### config.mk
export PLATFORM = sky130hd
export DESIGN_NAME = run_ctrl
export DESIGN_NICKNAME = d
export VERILOG_FILES = /design/src/rtl/run_ctrl_pkg.sv /design/src/rtl/run_ctrl.sv
export SDC_FILE = /design/constraint.sdc
export NUM_CORES = 1
export LEC_CHECK = 0
export CAP_MARGIN = 20
export CORE_MARGIN = 4
export CORE_UTILIZATION = 46
export DETAILED_ROUTE_END_ITERATION = 10
export GPL_ROUTABILITY_DRIVEN = 0
export GPL_TIMING_DRIVEN = 0
export PLACE_DENSITY = 0.8
export SLEW_MARGIN = 20
export SYNTH_ARGS = -nofsm -noshare
export SYNTH_HDL_FRONTEND = slang
export SYNTH_SLANG_ARGS = --single-unit
export TNS_END_PERCENT = 100
### constraint.sdc
create_clock -name clk -period 2.35 [get_ports clk]
set_input_delay 0.47 -clock clk [delete_from_list [all_inputs] [get_ports clk]]
set_output_delay 0.47 -clock clk [all_outputs]
set_load 0.005 [all_outputs]
### src/rtl/run_ctrl_pkg.sv
// Shared definitions for the run-control sequencer: state codes,
// return-value width and the default watchdog budget.
package run_ctrl_pkg;

    localparam int          RET_W           = 16;
    localparam int unsigned DEF_CYCLE_LIMIT = 50000;

    // state     | meaning
    // ----------+-----------------------------------------------
    // ST_IDLE   | after reset, CPU gated, waiting for start/step
    // ST_RUN    | CPU free running
    // ST_PAUSED | stopped by command or after a single step
    // ST_STEP   | exactly one enabled cycle, then PAUSED
    // ST_HALTED | CPU reported halt, result latched (sticky)
    // ST_TIMEOUT| cycle budget exhausted (sticky)
    localparam logic [2:0] ST_IDLE    = 3'd0;
    localparam logic [2:0] ST_RUN     = 3'd1;
    localparam logic [2:0] ST_PAUSED  = 3'd2;
    localparam logic [2:0] ST_STEP    = 3'd3;
    localparam logic [2:0] ST_HALTED  = 3'd4;
    localparam logic [2:0] ST_TIMEOUT = 3'd5;

endpackage

### src/rtl/run_ctrl.sv
// Run-control sequencer: gates the CPU clock-enable from start/stop/step
// commands, counts enabled cycles, latches the return value on halt and
// stops the CPU when the cycle budget is exhausted.
// Optional macro RUN_CTRL_SIM_FINISH_EN: print a message and end the
// simulation on entry to HALTED or TIMEOUT (simulation-only code).
module run_ctrl
    import run_ctrl_pkg::*;
#(
    parameter int unsigned CYCLE_LIMIT = DEF_CYCLE_LIMIT,
    parameter int unsigned CNT_W       = 32
) (
    input  logic             clk,
    input  logic             rst,
    input  logic             start,
    input  logic             stop,
    input  logic             step,
    input  logic             halt_in,
    input  logic [RET_W-1:0] ret_val,
    output logic             cpu_en,
    output logic             busy,
    output logic             done,
    output logic             timed_out,
    output logic [RET_W-1:0] result,
    output logic [CNT_W-1:0] cycle_count,
    output logic [2:0]       state
);

    logic [2:0]       r_state;
    logic [2:0]       w_state_nxt;
    logic [CNT_W-1:0] r_cycle_count;
    logic [RET_W-1:0] r_result;
    logic             w_en;
    logic             w_at_limit;
    logic             w_halt;

    assign w_en       = (r_state == ST_RUN) || (r_state == ST_STEP);
    assign w_halt     = w_en && halt_in;
    // The last permitted enabled cycle is the one entered with count LIMIT-1.
    assign w_at_limit = (r_cycle_count == CNT_W'(CYCLE_LIMIT - 1));

    // Next-state decode; halt beats timeout beats stop/step completion.
    always_comb begin
        w_state_nxt = r_state;
        case (r_state)
            ST_IDLE, ST_PAUSED: begin
                if (start)
                    w_state_nxt = ST_RUN;
                else if (step)
                    w_state_nxt = ST_STEP;
            end
            ST_RUN, ST_STEP: begin
                if (halt_in)
                    w_state_nxt = ST_HALTED;
                else if (w_at_limit)
                    w_state_nxt = ST_TIMEOUT;
                else if (r_state == ST_STEP)
                    w_state_nxt = ST_PAUSED;
                else if (stop)
                    w_state_nxt = ST_PAUSED;
            end
            ST_HALTED, ST_TIMEOUT: w_state_nxt = r_state;
            default:               w_state_nxt = ST_IDLE;
        endcase
    end

    // State, cycle counter and halt result registers.
    always_ff @(posedge clk) begin
        if (rst) begin
            r_state       <= ST_IDLE;
            r_cycle_count <= '0;
            r_result      <= '0;
        end else begin
            r_state <= w_state_nxt;
            // Cannot wrap: TIMEOUT is forced once the count reaches the limit.
            if (w_en)
                r_cycle_count <= r_cycle_count + CNT_W'(1);
            if (w_halt)
                r_result <= ret_val;
        end
    end

`ifdef RUN_CTRL_SIM_FINISH_EN
    // End the simulation on the edge that enters HALTED or TIMEOUT.
    always @(posedge clk) begin
        if (!rst && w_en) begin
            if (halt_in) begin
                $display("Finished with << %0d >>", ret_val);
                $finish;
            end else if (w_at_limit) begin
                $display("ran for %0d cycles", CYCLE_LIMIT);
                $finish;
            end
        end
    end
`else
    // Halt and timeout are reported only through done / timed_out.
`endif

    assign cpu_en      = w_en;
    assign busy        = w_en;
    assign done        = (r_state == ST_HALTED);
    assign timed_out   = (r_state == ST_TIMEOUT);
    assign result      = r_result;
    assign cycle_count = r_cycle_count;
    assign state       = r_state;

endmodule

==> results of run 1 <==
[final cells by class]
class | count | area, µm²
clock buffers | 8 | 100
well taps | 67 | 83.8
repair buffers | 75 | 751
multi-input cells | 206 | 1210
inverters | 7 | 26.3
plain buffers | 16 | 81.3
fillers | 445 | 1550
flip-flops and latches | 51 | 1020
[critical path: cells and delay by family (launching register included)]
family                   cells  cell delay (ps)
AND/OR/NAND/NOR              3             1010
flip-flops                   1              400
multiplexers                 1              340
adder cells (fa/ha/maj)      1              220
buffers and inverters        1              150
[path summary, 6_finish.rpt]
path | slack (ps) | to | from | cells past startpoint
min reg2reg | 460 | result[5] | result[5] | 2
max reg2reg | 110 | cycle_count[22] | cycle_count[0] | 6
min | 460 | result[5] | result[5] | 2
max | 110 | cycle_count[22] | cycle_count[0] | 6
[timing repair]
item	CTS	global route
hold buffers	0	0
pin swaps	0	1
endpoints found under the hold margin	0	0
setup endpoints to repair	2	2
gates resized for setup	1	1
[cells in the mapped netlist (all sizes together), types with 4 or more instances]
cell / count
nand2: 43
nor2b: 4
xnor2: 5
clkbuf: 11
nor2: 18
o31ai: 11
xor2: 5
or3: 7
a21oi: 37
nor3: 4
nand3: 8
or4: 12
nand4: 8
nor4: 8
inv: 7
buf: 6
o21ai: 7
dfxtp: 51
[cell families (layout without fill, tap and decap cells)]
logic type               count (synthesis)  count (layout)  synth area share (%)
buffers and inverters                   24             106                  4.77
AO/OA/AOI/OAI                           61              61                  15.1
XOR/XNOR                                10              10                  3.76
AND/OR/NAND/NOR                        130             130                  30.2
flip-flops                              51              51                  43.8
multiplexers                             4               4                  1.88
adder cells (fa/ha/maj)                  1               1                 0.536
[state kept, by name, summed over array words and instances, names as in the netlist]
register	cells
cycle_count	32
state	3
result	16
[layer usage]
| metal | part of all wire (%) | GRT usage [%] |
|---|---|---|
| met4 | 1.0 | 4.81 |
| met3 | 4.4 | 3.74 |
| met2 | 49 | 33.3 |
| met1 | 45 | 25.5 |
| met5 | 0 | 0 |
[metrics by stage]
stage | hold slack, ps | area [µm²] | utilization, % | power, µW | setup WS, ps
after global routing | 476 | 3270 | 67.9 | 1780 | 2.60
final | 458 | 3270 | 67.9 | 1710 | 113
after floorplan | 453 | 2330 | - | 1050 | 258
after global placement | 441 | 3170 | 65.7 | 1190 | 95.9
after detailed placement | 445 | 3170 | 65.7 | 1190 | 85.4
after CTS | 457 | 3260 | 67.8 | 1720 | 69.8
[report_power, final]
part           internal, µW  switching [µW]  leakage (µW)
logic                   141             102      0.000594
clock network           269             276     0.0000515
registers               895            27.4      0.000413
==> summary.txt, run 1 <==
Setup path
  – Worst endpoint data arrival time: 2430 ps
  – CP max stage cell: or4b_4
  – Critical Path RT: 2540 ps
  – Crit Path Max Fanout: 10
  – Crit start category: flop
  – Max incr delay on CP: 550 ps
  – Crit. End Element: flop
  – Cell Chain, Critical Path: ha_1 -> nand3b_2 -> or4b_4 -> buf_6 -> nor4_2 -> mux2_1
  – Worst setup path class: flop to flop

Detailed routing
  – Remaining DRCs: 0
  – DR pass1 iterations: 6
  – Total number of vias: 2376
  – ANT nets after route: 0
  – Total wire length: 6160 µm
  – WL/cell: 14.3 µm
  – Initial DRC Count: 141
  – Vias per cell: 5.53

Synth
  – Top FF cell, synth: dfxtp_1
  – Number of flops mapped to enable cells by yosys: 0
  – FFs w/ async S/R, synth: 0%
  – Cells after Synth: 281
  – Syn_nets: 304
  – Synth warn: 0
  – Mean area per synthesized cell: 8.30 µm²
  – Synth unique cells: 43
  – Synth area leaders: dfxtp_1 (44%), a21oi_1 (7.9%), nand2_1 (6.9%)
  – Post-Synthesis Cell Area: 2330 µm²
  – Area leader, netlist: dfxtp_1
  – Register area share after synthesis: 43.8%
  – Seq cells post-synth: 51
  – Synth top area share: 43.8%

GRT
  – Remaining Overflow, GRT: 0
  – First-pass GRT wire length: 10000 µm
  – Initial antenna violation count: 0
  – GRT Util Overall: 19.6%
  – Vias in the first global route: 2147
  – Largest net degree at the start of global routing: 15

Place
  – IO Port Bufs: 75
  – Dpl hpwl: 4490 µm
  – Placed cell count: 423

Floorplanning
  – # rows: 25
  – IO Count: 77
  – Initial core utilization: 48.4%
  – Chip Height: 79.2 µm
  – Die area: 6270 µm²
  – Horiz. Die Dim: 79.2 µm
  – Core ar.: 4820 µm²

Final layout
  – Most frequent cells in the layout: clkdlybuf4s50_1 (75), dfxtp_1 (51), nand2_1 (43)
  – Share of cells above drive strength 1: 5.51%
  – Fin cells: 430
  – ANT cells: 0
  – Commonest non-fill, non-tap cell in the layout: clkdlybuf4s50_1
  – Nets@finish: 385
  – Area grow syn2layout: 40.2%

STA
  – Tmin final: 2240 ps
  – Final setup fails: 0
  – Tcrit/Tclk final: 95.2%
  – RSZ-0062 raised after global routing: false
  – Least-Margin Pin Slew: 485 ps
  – Fin. Hold Viols: 0
  – Setup TNS: 0 ps
  – Achievable Freq: 447 MHz
  – Rel. slew slack: 67.7%
  – Pins Over Slew Limit: 0
  – Worst Clk Skew: 3.22 ps

Clock tree
  – CTS tree: built
  – TritonCTS Buffers: 5
  – Max Root-Sink Buffers: 2
  – Clock sink count: 51
  – H-tree depth: 2
  – Clk_lat worst skew: 300 ps
  – Root buffer cell: clkbuf_8
  – Setup Fix Bufs, Post-CTS: 0
  – Clk slew on worst S/H paths: 80 ps

Pwr
  – Maximum vdd drop: 0.322 mV
  – Power density over the cells: 523 nW/µm²
  – P_leak: 0.00106 µW

Worst hold path
  – Hold crit path type: flop to flop

Job
  – Maxcap violations: 0

Status
  – Status: finished, final reports clean
(Power assumes the default switching activity.)
==> run 2, diff against run 1 <==
Clock period 2.35 ns to 2.3 ns, I/O delays scaled along.
==> summary.txt, run 2 (synthesis gave the netlist of run 1 again) <==
Status
  – Status: finished, final reports clean

Clock tree
  – H-tree depth: 2
  – Clk_lat worst skew: 300 ps
  – Root buffer cell: clkbuf_8
  – TritonCTS Buffers: 5
  – Clock sink count: 51
  – Max Root-Sink Buffers: 2
  – Clk slew on worst S/H paths: 80 ps
  – CTS tree: built

Place
  – Pre-CTS WS: 35.4 ps
  – Dpl hpwl: 4490 µm
  – IO Port Bufs: 75
  – Placed Area: 3170 µm²

Final layout
  – ANT cells: 0
  – Post-route design area: 3290 µm²
  – Layout Utilization: 68.3%
  – Area grow syn2layout: 41.1%
  – Nets@finish: 387
  – Max reg flops: 32
  – Most frequent cells in the layout: clkdlybuf4s50_1 (75), dfxtp_1 (50), nand2_1 (43)
  – Commonest non-fill, non-tap cell in the layout: clkdlybuf4s50_1
  – Share of cells above drive strength 1: 6.58%

Setup path
  – Reg2reg path depth: 6
  – Worst setup path class: flop to flop
  – Crit. End Element: flop
  – Worst endpoint data arrival time: 2390 ps
  – Worst Setup SP: cycle_count[1]
  – Crit start category: flop
  – Worst reg2reg setup slack: 110 ps
  – Crit Path Max Fanout: 10
  – Worst R2R End: cycle_count[22]
  – CP Capture Point: cycle_count[22]
  – Critical Path RT: 2490 ps
  – FF-to-FF Start: cycle_count[1]

STA
  – Fin. Hold Viols: 0
  – Tcrit/Tclk final: 95.3%
  – Least-Margin Pin Slew: 483 ps
  – Final setup fails: 0
  – Rel. slew slack: 67.8%
  – Setup slack after layout: 108 ps
  – Setup TNS: 0 ps
  – Tmin final: 2190 ps
  – RSZ-0062 raised after global routing: false
  – Achievable Freq: 456 MHz
  – Pins Over Slew Limit: 0
  – Worst Clk Skew: 3.20 ps

Floorplanning
  – Horiz. Die Dim: 79.2 µm
  – Core ar.: 4820 µm²
  – # rows: 25
  – Die area: 6270 µm²
  – Chip Height: 79.2 µm
  – IO Count: 77
  – Initial core utilization: 48.4%

Pwr
  – P_leak: 0.00107 µW
  – Power Total: 1750 µW
  – Maximum vdd drop: 0.330 mV
  – Power density over the cells: 531 nW/µm²

GRT
  – GR Util met3: 3.74%
  – Busiest grt layer: met2
  – M2 GR Usage: 33.3%
  – Remaining Overflow, GRT: 0
  – Met1 Use GR: 25.5%
  – First-pass GRT wire length: 10000 µm
  – Largest net degree at the start of global routing: 15
  – Initial antenna violation count: 0
  – GRT Util Overall: 19.6%
  – Vias in the first global route: 2147

Detailed routing
  – WL/cell: 14.2 µm
  – Total number of vias: 2367
  – Initial DRC Count: 162
  – Vias per cell: 5.48
  – ANT nets after route: 0
  – DR pass1 iterations: 6
  – Remaining DRCs: 0
  – Total wire length: 6140 µm

Worst hold path
  – Hold crit path type: flop to flop
  – HP Start: result[14]

Job
  – Maxcap violations: 0
## run 2: layout make-up
type	instances	area, µm²
Buffer	16	81.3
Clock buffer	8	100
Fill cell	441	1530
Inverter	7	26.3
Multi-Input combinational cell	206	1210
Sequential cell	51	1020
Tap cell	67	83.8
Timing Repair Buffer	77	766
## run 2: repair_timing
| action | CTS | global route |
|---|---|---|
| hold buffers | 0 | 0 |
| pin swaps | 0 | 1 |
| setup endpoints to repair | 2 | 8 |
| setup buffers | 0 | 2 |
| gates resized for setup | 1 | 4 |
## run 2: routing by layer
layer | wire length [µm] | share of wire [%]
met1 | 2790 | 45
met2 | 3030 | 49
met3 | 264 | 4.3
met4 | 55 | 0.90
met5 | 0 | 0
## run 2: stage by stage
stage / instances / hold slack, ps
after CTS: 430 / 457
after global routing: 432 / 476
after detailed placement: 423 / 445
after floorplan: 281 / 453
final: 432 / 458
after global placement: 423 / 441
## run 2: worst min path at each step
stage	end	cells after the start	slack [ps]
5_1_grt	result[8]	2	480
4_1_cts	result[8]	2	460
3_3_place_gp	result[3]	2	440
2_1_floorplan	result[0]	2	450
6_report	result[14]	2	460
3_5_place_dp	result[8]	2	450
## run 2: power by group
part | internal (µW) | leakage (µW) | total [µW] | switching, µW
Sequential | 915 | 0.000413 | 944 | 28.7
Clock | 275 | 0.0000515 | 553 | 278
Combinational | 146 | 0.000602 | 251 | 105
## run 2: worst max-delay path: stages, from the launching register on
cell	delay, ps
dfxtp_1	370
ha_1	210
nand3b_2	150
or4b_4	550
buf_6	150
nor4_2	300
mux2_1	340
